## config.mk

```make
export PLATFORM = sky130hd
export DESIGN_NAME = dac_init_seq_spi
export DESIGN_NICKNAME = d
export VERILOG_FILES = /design/src/rtl/dac_init_seq_spi.sv
export SDC_FILE = /design/constraint.sdc
export NUM_CORES = 1
export LEC_CHECK = 0
export CAP_MARGIN = 20
export CORE_ASPECT_RATIO = 1.2
export CORE_MARGIN = 3
export CORE_UTILIZATION = 27
export CTS_CLUSTER_SIZE = 24
export DETAILED_ROUTE_END_ITERATION = 10
export SYNTH_ARGS = -nofsm -noshare
export SYNTH_HDL_FRONTEND = slang
export SYNTH_SLANG_ARGS = --single-unit
```

## constraint.sdc

```tcl
create_clock -name clk -period 5.3 [get_ports clk]
set_clock_uncertainty 0.05 [all_clocks]
set_input_delay 1.59 -clock clk [delete_from_list [all_inputs] [get_ports clk]]
set_output_delay 1.59 -clock clk [all_outputs]
set_load 0.02 [all_outputs]
```

## src/rtl/dac_init_seq_spi.sv

```systemverilog
// dac_init_seq_spi: power-on sequencer and channel rewriter for AD56x8 octal DACs over SPI
module dac_init_seq_spi #(
  parameter int N_CH    = 8,
  parameter int DATA_W  = 12,
  parameter int CLK_DIV = 5,
  parameter int CS_GAP  = 8,
  parameter int INT_REF = 1
) (
  input  logic                     clk,
  input  logic                     rst,
  input  logic                     start,
  input  logic [N_CH*DATA_W-1:0]   ch_code,
  input  logic [N_CH-1:0]          upd_req,
  output logic [N_CH-1:0]          upd_ack,
  output logic                     busy,
  output logic                     init_done,
  output logic                     sclk,
  output logic                     mosi,
  output logic                     cs_n
);
  localparam int CW = $clog2(CLK_DIV + CS_GAP + 1);
  localparam logic [7:0] MASK = 8'((1 << N_CH) - 1);
  typedef enum logic [2:0] {IDLE, LOAD, CSLOW, SHIFT, CSHIGH, GAP, RUN} state_t;
  state_t state_q, state_d;
  logic [CW-1:0] cnt_q, cnt_d;
  logic [4:0] bit_q, bit_d;
  logic [31:0] frame_q, frame_d;
  logic [3:0] step_q, step_d;
  logic [2:0] ch_q, ch_d, req_ch, tgt;
  logic init_q, init_d;
  logic [N_CH-1:0] upd_ack_q, upd_ack_d;
  logic busy_q, busy_d, init_done_q, init_done_d;
  logic sclk_q, sclk_d, mosi_q, mosi_d, cs_n_q, cs_n_d;
  logic [DATA_W-1:0] code;
  logic half_end, gap_end;
  always_comb begin
    req_ch = '0;
    for (int i = N_CH - 1; i >= 0; i--) if (upd_req[i]) req_ch = 3'(i);
    tgt = init_q ? 3'(step_q - 4'd2) : ch_q;
    code = ch_code[int'(tgt)*DATA_W +: DATA_W];
    half_end = cnt_q == CW'(CLK_DIV - 1);
    gap_end = cnt_q == CW'(CS_GAP - 1);
    state_d = state_q;
    cnt_d = cnt_q + 1'b1;
    bit_d = bit_q;
    frame_d = frame_q;
    step_d = step_q;
    ch_d = ch_q;
    init_d = init_q;
    upd_ack_d = '0;
    busy_d = busy_q;
    init_done_d = init_done_q;
    sclk_d = sclk_q;
    mosi_d = mosi_q;
    cs_n_d = cs_n_q;
    case (state_q)
      IDLE, RUN: begin
        if (start) begin
          state_d = LOAD;
          init_d = 1'b1;
          step_d = '0;
          busy_d = 1'b1;
          init_done_d = 1'b0;
        end else if (state_q == RUN && |upd_req) begin
          state_d = LOAD;
          init_d = 1'b0;
          ch_d = req_ch;
          busy_d = 1'b1;
        end
      end
      LOAD: begin
        // the channel code is captured here so later ch_code changes cannot corrupt the frame
        frame_d = (init_q && step_q == 4'd0) ? {8'hF8, 4'h0, 20'(INT_REF != 0)} :
                  (init_q && step_q == 4'd1) ? {8'hF4, 4'h0, 12'h0, MASK} :
                  {8'hF3, 1'b0, tgt, code, {(20 - DATA_W){1'b0}}};
        ch_d = tgt;
        state_d = CSLOW;
        cs_n_d = 1'b0;
        mosi_d = frame_d[31];
        cnt_d = '0;
      end
      CSLOW: begin
        if (half_end) begin
          state_d = SHIFT;
          sclk_d = 1'b1;
          cnt_d = '0;
          bit_d = '0;
        end
      end
      SHIFT: begin
        if (half_end) begin
          cnt_d = '0;
          if (sclk_q) sclk_d = 1'b0;
          else if (bit_q == 5'd31) state_d = CSHIGH;
          else begin
            sclk_d = 1'b1;
            bit_d = bit_q + 1'b1;
            mosi_d = frame_q[5'd30 - bit_q];
          end
        end
      end
      CSHIGH: begin
        if (half_end) begin
          state_d = GAP;
          cs_n_d = 1'b1;
          mosi_d = 1'b0;
          cnt_d = '0;
          if (!init_q || step_q >= 4'd2) upd_ack_d[ch_q] = 1'b1;
        end
      end
      GAP: begin
        if (gap_end) begin
          if (init_q && step_q != 4'(N_CH + 1)) begin
            step_d = step_q + 1'b1;
            state_d = LOAD;
          end else begin
            state_d = RUN;
            busy_d = 1'b0;
            init_done_d = init_done_q | init_q;
            init_d = 1'b0;
          end
        end
      end
      default: state_d = IDLE;
    endcase
  end
  always_ff @(posedge clk or posedge rst) begin
    if (rst) begin
      state_q <= IDLE;
      cnt_q <= '0;
      bit_q <= '0;
      frame_q <= '0;
      step_q <= '0;
      ch_q <= '0;
      init_q <= 1'b0;
      upd_ack_q <= '0;
      busy_q <= 1'b0;
      init_done_q <= 1'b0;
      sclk_q <= 1'b0;
      mosi_q <= 1'b0;
      cs_n_q <= 1'b1;
    end else begin
      state_q <= state_d;
      cnt_q <= cnt_d;
      bit_q <= bit_d;
      frame_q <= frame_d;
      step_q <= step_d;
      ch_q <= ch_d;
      init_q <= init_d;
      upd_ack_q <= upd_ack_d;
      busy_q <= busy_d;
      init_done_q <= init_done_d;
      sclk_q <= sclk_d;
      mosi_q <= mosi_d;
      cs_n_q <= cs_n_d;
    end
  end
  assign upd_ack = upd_ack_q;
  assign busy = busy_q;
  assign init_done = init_done_q;
  assign sclk = sclk_q;
  assign mosi = mosi_q;
  assign cs_n = cs_n_q;
endmodule

```

==> results of run 1 <==
==> tightest hold or removal path, cell delays in order, from the launching register on <==
cell	delay, ps
sky130_fd_sc_hd__dfstp_2	370
sky130_fd_sc_hd__nand2_1	50
sky130_fd_sc_hd__nand2_1	50
==> per-layer routing <==
| metal | wire length [um] | vias up |
|---|---|---|
| li1 | - | 1824 |
| met1 | 4594 | 1734 |
| met4 | 184 | 0 |
| met3 | 684 | 14 |
| met2 | 5422 | 120 |
| met5 | 0 | - |
==> layout by cell type (no fill, tap or decap), types with 2 or more instances in the layout <==
cell,instances
sky130_fd_sc_hd__o21a_1,3
sky130_fd_sc_hd__xor2_1,7
sky130_fd_sc_hd__and3_1,13
sky130_fd_sc_hd__buf_12,2
sky130_fd_sc_hd__nand3b_1,5
sky130_fd_sc_hd__o31ai_1,5
sky130_fd_sc_hd__mux2_2,4
sky130_fd_sc_hd__buf_4,2
sky130_fd_sc_hd__mux2i_1,4
sky130_fd_sc_hd__o21ai_1,13
sky130_fd_sc_hd__o21ai_0,17
sky130_fd_sc_hd__nor2_1,28
sky130_fd_sc_hd__inv_1,12
sky130_fd_sc_hd__nand2b_1,4
sky130_fd_sc_hd__or3_1,4
sky130_fd_sc_hd__xnor2_1,2
sky130_fd_sc_hd__nor3_1,6
sky130_fd_sc_hd__nand4_1,2
sky130_fd_sc_hd__dfrtp_1,52
sky130_fd_sc_hd__a31oi_1,14
sky130_fd_sc_hd__clkdlybuf4s50_1,119
sky130_fd_sc_hd__ha_1,10
sky130_fd_sc_hd__and2_1,3
sky130_fd_sc_hd__a311oi_1,12
sky130_fd_sc_hd__nand2_1,120
sky130_fd_sc_hd__nor4_1,2
sky130_fd_sc_hd__mux4_2,3
sky130_fd_sc_hd__a21oi_1,11
sky130_fd_sc_hd__a211oi_1,15
sky130_fd_sc_hd__clkbuf_16,5
sky130_fd_sc_hd__nand3_1,33
==> kinds of logic (layout without fill, tap and decap cells) <==
family,Yosys count,after routing,share of synthesized area [%]
and+or+nand+nor,227,227,28.24
buffers and inverters,41,145,5.849
adders and majority gates,10,10,3.361
AOI/OAI and AO/OA,103,103,19.23
DFF,53,53,35.66
muxes,13,13,5.109
xor gates and xnor gates,10,10,2.555
==> area by class of cell <==
type | instances | area, um^2 | share of cell area, %
flip-flops and latches | 53 | 1328 | 25.67
clock buffers | 5 | 125.1 | 2.420
repair buffers | 124 | 1261 | 24.39
inverters | 13 | 48.80 | 0.9436
clock inverters | 3 | 21.27 | 0.4113
well taps | 168 | 210.2 | 4.065
multi-input cells | 363 | 2177 | 42.10
==> path summary, 6_finish.rpt <==
check	from	to	slack, ps	cells after the start
worst max-delay path	upd_req[4]	busy	2110	7
worst min-delay path	cs_n	cs_n	420	2
worst max register to register	init_q	frame_q[9]	2770	7
worst min register to register	cs_n	cs_n	420	2
max in group asynchronous	rst	init_q	3080	3
min in group asynchronous	rst	bit_q[2]	1590	2
==> sequential cells by signal (all words and copies together) (netlist names) <==
register   cells
state_q        3
sclk           1
cnt_q          4
mosi           1
init_q         1
step_q         4
frame_q       20
bit_q          5
cs_n           1
init_done      1
ch_q           3
busy           1
upd_ack        8
==> stage by stage <==
stage / std cells / hold WS (ps) / total power, mW / cell area [um^2]
2_1_floorplan: 457 / 384.6 / 0.9121 / 3722
3_3_place_gp: 718 / 399.2 / 1.081 / 4970
3_5_place_dp: 719 / 413.1 / 1.096 / 4990
4_1_cts: 727 / 423.2 / 1.432 / 5136
5_1_grt: 729 / 441.2 / 1.522 / 5171
6_report: 729 / 419.8 / 1.418 / 5171
==> power by group through the flow <==
stage | Sequential [mW] | Combinational [mW] | Clock, mW
after floorplan | 0.536 | 0.376 | 0
after global placement | 0.573 | 0.507 | 0
after detailed placement | 0.577 | 0.520 | 0
after CTS | 0.569 | 0.522 | 0.340
after global routing | 0.584 | 0.584 | 0.354
final | 0.568 | 0.521 | 0.329
==> summary by stage, run 1 <==
Clocking
The number of H-tree levels is 2. For this design, the CTS-stage hold fixing added 0 buffers. Counting every sink on the clock net gives 53. For the worst-skew pair, the clock arrives at the later sink with an insertion delay of 290 ps. The clock root buffer is sky130_fd_sc_hd__clkbuf_16.

The clock transition at the registers of the reported paths is 70 ps. The number of setup buffers added after CTS is 0. The clock tree from TritonCTS is yes. Buffers inserted during clock tree synthesis total 5.

The longest clock path from root to sink contains 2 buffers. The number of gates resized after CTS was 0.

Power and ir drop
Per report_power, the combinational group accounts for 36.8% of the total. The share of power burned in the clock network is 23.2%. The switching power is 503.9 uW. The largest vdd supply drop is 0.1503 mV. The power per cell area is 274.2 nW/um^2. The internal power consumption is 914.0 uW. In this run the static leakage power is 2.163 nW. The net switching share of the total power is 35.54%. Registers are responsible for 40.1% of the overall power.

Synthesis
In the synthesized netlist the dominant register cell turns out to be sky130_fd_sc_hd__dfrtp_1. The cell count after synthesis came out at 457. Ranked by total cell area, the synthesized netlist is headed by sky130_fd_sc_hd__dfrtp_1 (35%), sky130_fd_sc_hd__nand2_1 (12%), sky130_fd_sc_hd__nand3_1 (4.4%), sky130_fd_sc_hd__ha_1 (3.4%), sky130_fd_sc_hd__a211oi_1 (3.0%).

Counting flops and latches in the post-synthesis netlist gives 53. The total of warnings raised by yosys is 0. The number of nets handed over by synthesis was 574. The area fraction of the dominant cell type after synthesis is 34.96%. The sequential area share after synthesis is 35.66%. The number of enable-type register cells in the synthesized netlist is 0. Counting flops with an async set or reset pin after synthesis yields a share of 100.0%. The post-synthesis cell area is 3722 um^2. The leading cell type by number of instances after synthesis is sky130_fd_sc_hd__nand2_1. Summed over all instances, the cell type with the most area after synthesis is sky130_fd_sc_hd__dfrtp_1.

The mean instance size in the synthesized netlist is 8.145 um^2. The synthesized netlist contains 55 unique library cells. In the synthesized netlist, the cells that appear most often are sky130_fd_sc_hd__nand2_1 (120), sky130_fd_sc_hd__dfrtp_1 (52), sky130_fd_sc_hd__nand3_1 (33), sky130_fd_sc_hd__nor2_1 (28), sky130_fd_sc_hd__o21ai_0 (17).

Place
Port buffering added 119 buffers. Once detailed placement completed, the half-perimeter wirelength came to 8.281 mm. Routability-driven placement finished with a final weighted congestion of 0.8355. Prior to clock tree synthesis, the placed netlist has a worst setup slack of 1793 ps.

Setup path
The data required time at the worst endpoint is 5420 ps. The endpoint class of the critical path is a flip-flop. STA puts the critical path data arrival time at 3310 ps. The number of buffers and inverters on the critical path is 1. The largest individual stage delay along the critical path comes from the cell sky130_fd_sc_hd__clkdlybuf4s50_1.

The critical path goes through clkdlybuf4s50_1, nor4_2, nand4_1, o21a_1, o31ai_4, nor2_1, a2bb2oi_2. The critical path is of the in2reg type. In this run the worst path has a maximum fanout of 8. The largest single stage delay on the critical path is 450 ps. The kind of start point of the critical path is an input pin. Among cell families on the critical path, the largest total delay comes from compound AO/OA/AOI/OAI gates.

Timing
The count of final setup violators is 0. The part of the cycle the worst path needs is 60.26%. Derived from the worst setup path, the maximum achievable clock frequency is 313.1 MHz. Setup repair after global routing left no endpoint under its margin.

The worst-case setup margin in the final layout is 2106 ps. The final max-slew violation count is 0. The actual slew at the worst max-slew pin is 930.0 ps.

The hold violation count in the final report came to 0. The worst-case headroom to the max-slew limit is 38.00%. After routing, the total negative slack on setup checks comes to 0 ps. The minimum clock period after layout is 3194 ps.

Die
The overall die area is 15240 um^2. The total area inside the core boundary comes to 13350 um^2. The die is 134.6 um tall. The die width is 113.2 um. The floorplan has 46 rows.

120 I/O pins were placed. The starting utilization of the core area is 27.88%.

GRT
For met3 alone, demand over resource in global routing was 2.913%. The layer with the highest usage after global routing is met2. The total routing usage reported by global routing is 14.19%. The total congestion overflow after global routing is 0. The initial antenna violation count is 0. The met2 capacity usage during global routing is 24.14%. The via count of the first global-routing pass came to 3682. The global-route wire length before repair is 17.76 mm. The pin count of the biggest net entering global routing is 49. The met1 routing resource usage after global routing is 17.76%.

Detailed routing
Wires add up to 10.89 mm. The first routing iteration left 236 violations. The final routed wire length divided by cell count is 14.93 um. The first TritonRoute pass finished after 4 iterations. Using the TritonRoute via totals, the vias-per-cell ratio works out to 5.064. After detailed routing, the number of remaining DRC violations is 0.

The number of vias after detailed routing is 3692. The detail route stage leaves a number of antenna-violating nets equal to 0.

Final layout
The net count reported at finish is 677. The synthesis-to-finish area growth is 38.92%. The post-layout utilization of the core is 38.73%. The layout cell share with drive strength beyond 1 is 6.595%. The number of inserted diodes is 0. After filler insertion, the fill cell instance count of the layout stands at 1366.

Run status
The run finished with clean final reports.

Worst hold path
The type of the tightest min-delay check is reg2reg.

Flow run
The reported max-cap violation count is 0.
Note: power is estimated with default switching activity, not from simulation.
==> run 2, diff against run 1 <==
- clock period: 5.3 -> 2.9 ns (I/O delays scaled with it)
==> run 2 against run 1 <==
  * Largest power group unchanged
  * Critical endpoint is now frame_q[8]
  * Clock-buffer cell count unchanged
  * Largest cell class unchanged
  * Setup slack worse by 1700 ps
  * Die area unchanged
  * Flip-flop and latch count unchanged
==> summary by stage, run 2 (synthesis gave the netlist of run 1 again) <==
Place
The half-perimeter wire length after placement is 8.405 mm (+1.5%). The number of buffers inserted by port buffering is 119 (unchanged). The final weighted congestion in routability-driven placement is 0.8267 (-1.1%).

Timing
The total negative setup slack is 0 ps (unchanged). The worst-case headroom to the max-slew limit was 48.64% (+11 points). The part of the cycle the worst path needs is 86.19%. The worst hold margin is 411.8 ps (-8.010 ps). Based on the critical path, the design can be clocked at up to 400.1 MHz. The final max-slew violation count was 0 (unchanged). The hold violation count in the final report is 0 (unchanged). The count of final setup violators is 0 (unchanged). The actual slew at the worst max-slew pin is 754.3 ps (-175.7 ps). Setup repair after global routing left no endpoint under its margin. The smallest clock period supported by the final layout is computed as 2499 ps.

Detailed routing
The post-route DRC violation count was 0 (unchanged). The number of optimization iterations in the first detailed-route pass is 4 (unchanged). The final routed wire length divided by cell count is 14.24 um (-4.6%).

The remaining antenna violation count came to 0 (unchanged). The number of vias after detailed routing is 3680 (-0.33%). The post-detailed-route via-to-cell ratio was 5.020 (-0.87%).

The initial detailed-routing violation count was 198 (-16%). The total detailed-routing wirelength is 10.44 mm (-4.1%).

Power and ir drop
The largest vdd supply drop is 0.2984 mV (+99%). The sequential share of power came to 39.9% (-0.2 points). The power per cell area is 501.1 nW/um^2 (+83%).

The net switching share of the total power is 35.50% (about the same). The switching power came to 922.4 uW (+83%). The leakage power of the design is 2.172 nW (+0.43%).

The internal power consumption was 1.676 mW (+83%). The share of power burned in the clock network came to 23.4% (+0.2 points). The power share of the combinational group is 36.7% (about the same).

Clocking
Clock tree synthesis selected as its root buffer the cell sky130_fd_sc_hd__clkbuf_16. The number of instances resized during post-cts repair is 0 (unchanged). The number of setup buffers added after CTS came to 0 (unchanged). The clock transition at the registers of the reported paths came to 70 ps (about the same). The number of clock sinks seen by CTS came to 53 (unchanged). The maximum root-to-sink buffer count is 2 (unchanged). The hold buffer count at CTS is 0 (unchanged).

The clock tree from TritonCTS is yes. The number of H-tree levels is 2 (unchanged). The later-pin clock latency in the skew report is 290 ps (about the same).

The number of buffers added by the clock tree synthesis step is 5 (unchanged).

Final layout
The area of combinational cells with multiple inputs is 2177 um^2 (unchanged). The number of fill cells is 1360 (-0.44%). The number of flip-flops under the largest register name was 20 (unchanged).

The number of inserted diodes is 0 (unchanged). Relative to the synthesized area, the layout overhead comes to 39.29%. The most common cell after layout, fill and taps aside is sky130_fd_sc_hd__nand2_1. The top cell types in the final layout, fill and taps aside, are sky130_fd_sc_hd__nand2_1 (120), sky130_fd_sc_hd__clkdlybuf4s50_1 (119), sky130_fd_sc_hd__dfrtp_1 (52), sky130_fd_sc_hd__nand3_1 (33), sky130_fd_sc_hd__nor2_1 (28). The net count reported at finish was 681 (+0.59%). Ranked by flip-flop count, first place goes to frame_q. The area occupied by registers came to 1328 um^2 (unchanged).

The layout cell share with drive strength beyond 1 is 7.257% (+0.66 points).

Setup path
The critical path in this run is classified as reg2reg. The critical path arrival is 2660 ps (-650 ps). The largest fanout of any net on the critical path is 31 (+23). The data required time at the worst endpoint is 3060 ps (-2360 ps). The endpoint class of the critical path is a flip-flop. STA classifies the critical path startpoint as a flip-flop.

Worst hold path
The type of the tightest min-delay check is reg2reg.

Die
The overall die area was 15240 um^2 (unchanged). The number of placement rows was 46 (unchanged). The starting utilization of the core area is 27.88% (unchanged). The placeable core area is 13350 um^2 (unchanged). The I/O pin count was 120 (unchanged). The die width is 113.2 um (unchanged). The die boundary height came to 134.6 um (unchanged).

GRT
The via count of the first global-routing pass is 3827 (+3.9%). The pin count of the biggest net entering global routing is 37 (-24%). The total congestion overflow after global routing is 0 (unchanged).

The total routing usage reported by global routing was 14.08% (-0.11 points). The global-route wire length before repair is 17.77 mm (about the same). The initial antenna violation count is 0 (unchanged).

Flow run
The reported max-cap violation count came to 0 (unchanged).

Run status
The flow ran to the end, and the final reports show no timing, DRC or antenna violations.
run 2: worst paths after layout:
check	startpoint	endpoint	slack (ps)	cells past startpoint
setup / recovery	init_q	frame_q[8]	400	8
hold / removal	cs_n	cs_n	410	2
setup reg to reg	init_q	frame_q[8]	400	8
hold reg to reg	cs_n	cs_n	410	2
max in group asynchronous	rst	frame_q[0]	1580	3
min in group asynchronous	rst	bit_q[0]	910	3
run 2: per-layer routing:
metal	track usage (%)	up-vias	part of all wire [%]
met5	0	-	0
met4	4.676	0	2.3
met3	2.152	19	4.8
met2	23.98	122	49
met1	18.25	1708	44
li1	-	1831	-
run 2: stage by stage:
stage | area (um^2) | cells | util (%) | worst slack, ps | power (mW)
after detailed placement | 5035 | 725 | 37.71 | 122.6 | 2.017
final | 5185 | 733 | 38.83 | 400.6 | 2.598
after CTS | 5185 | 733 | 38.83 | 406.7 | 2.627
after global placement | 5035 | 725 | 37.71 | 170.7 | 1.993
after global routing | 5185 | 733 | 38.83 | 181.0 | 2.800
after floorplan | 3722 | 457 | - | 695.4 | 1.667
run 2: power groups by stage:
stage               clock [mW]  combinational, mW  sequential (mW)
finish                   0.608              0.953             1.04
CTS                      0.621              0.965             1.04
detailed placement           0              0.962             1.06
global route             0.658               1.07             1.07
global placement             0              0.945             1.05
floorplan                    0              0.686            0.980
run 2: worst max-delay path: stages (launching register included):
cell and delay [ps]:
sky130_fd_sc_hd__dfrtp_1 610, sky130_fd_sc_hd__nand2b_1 360, sky130_fd_sc_hd__nand2_1 140, sky130_fd_sc_hd__buf_4 300, sky130_fd_sc_hd__buf_4 280, sky130_fd_sc_hd__nand2_1 80
sky130_fd_sc_hd__a311oi_1 360, sky130_fd_sc_hd__a31oi_1 80, sky130_fd_sc_hd__o21ai_1 140
run 2: area by class of cell:
class	count	share of cell area, %
clock buffers	5	2.413
clock inverters	3	0.4826
inverters	13	0.9411
flip-flops and latches	53	25.60
multi-input cells	363	41.99
well taps	168	4.054
repair buffers	128	24.52
==> run 3, diff against run 2 <==
- CTS_CLUSTER_DIAMETER: default -> 40
==> results of run 3 <==
Final layout, timing and power as in run 2 (identical DEF).
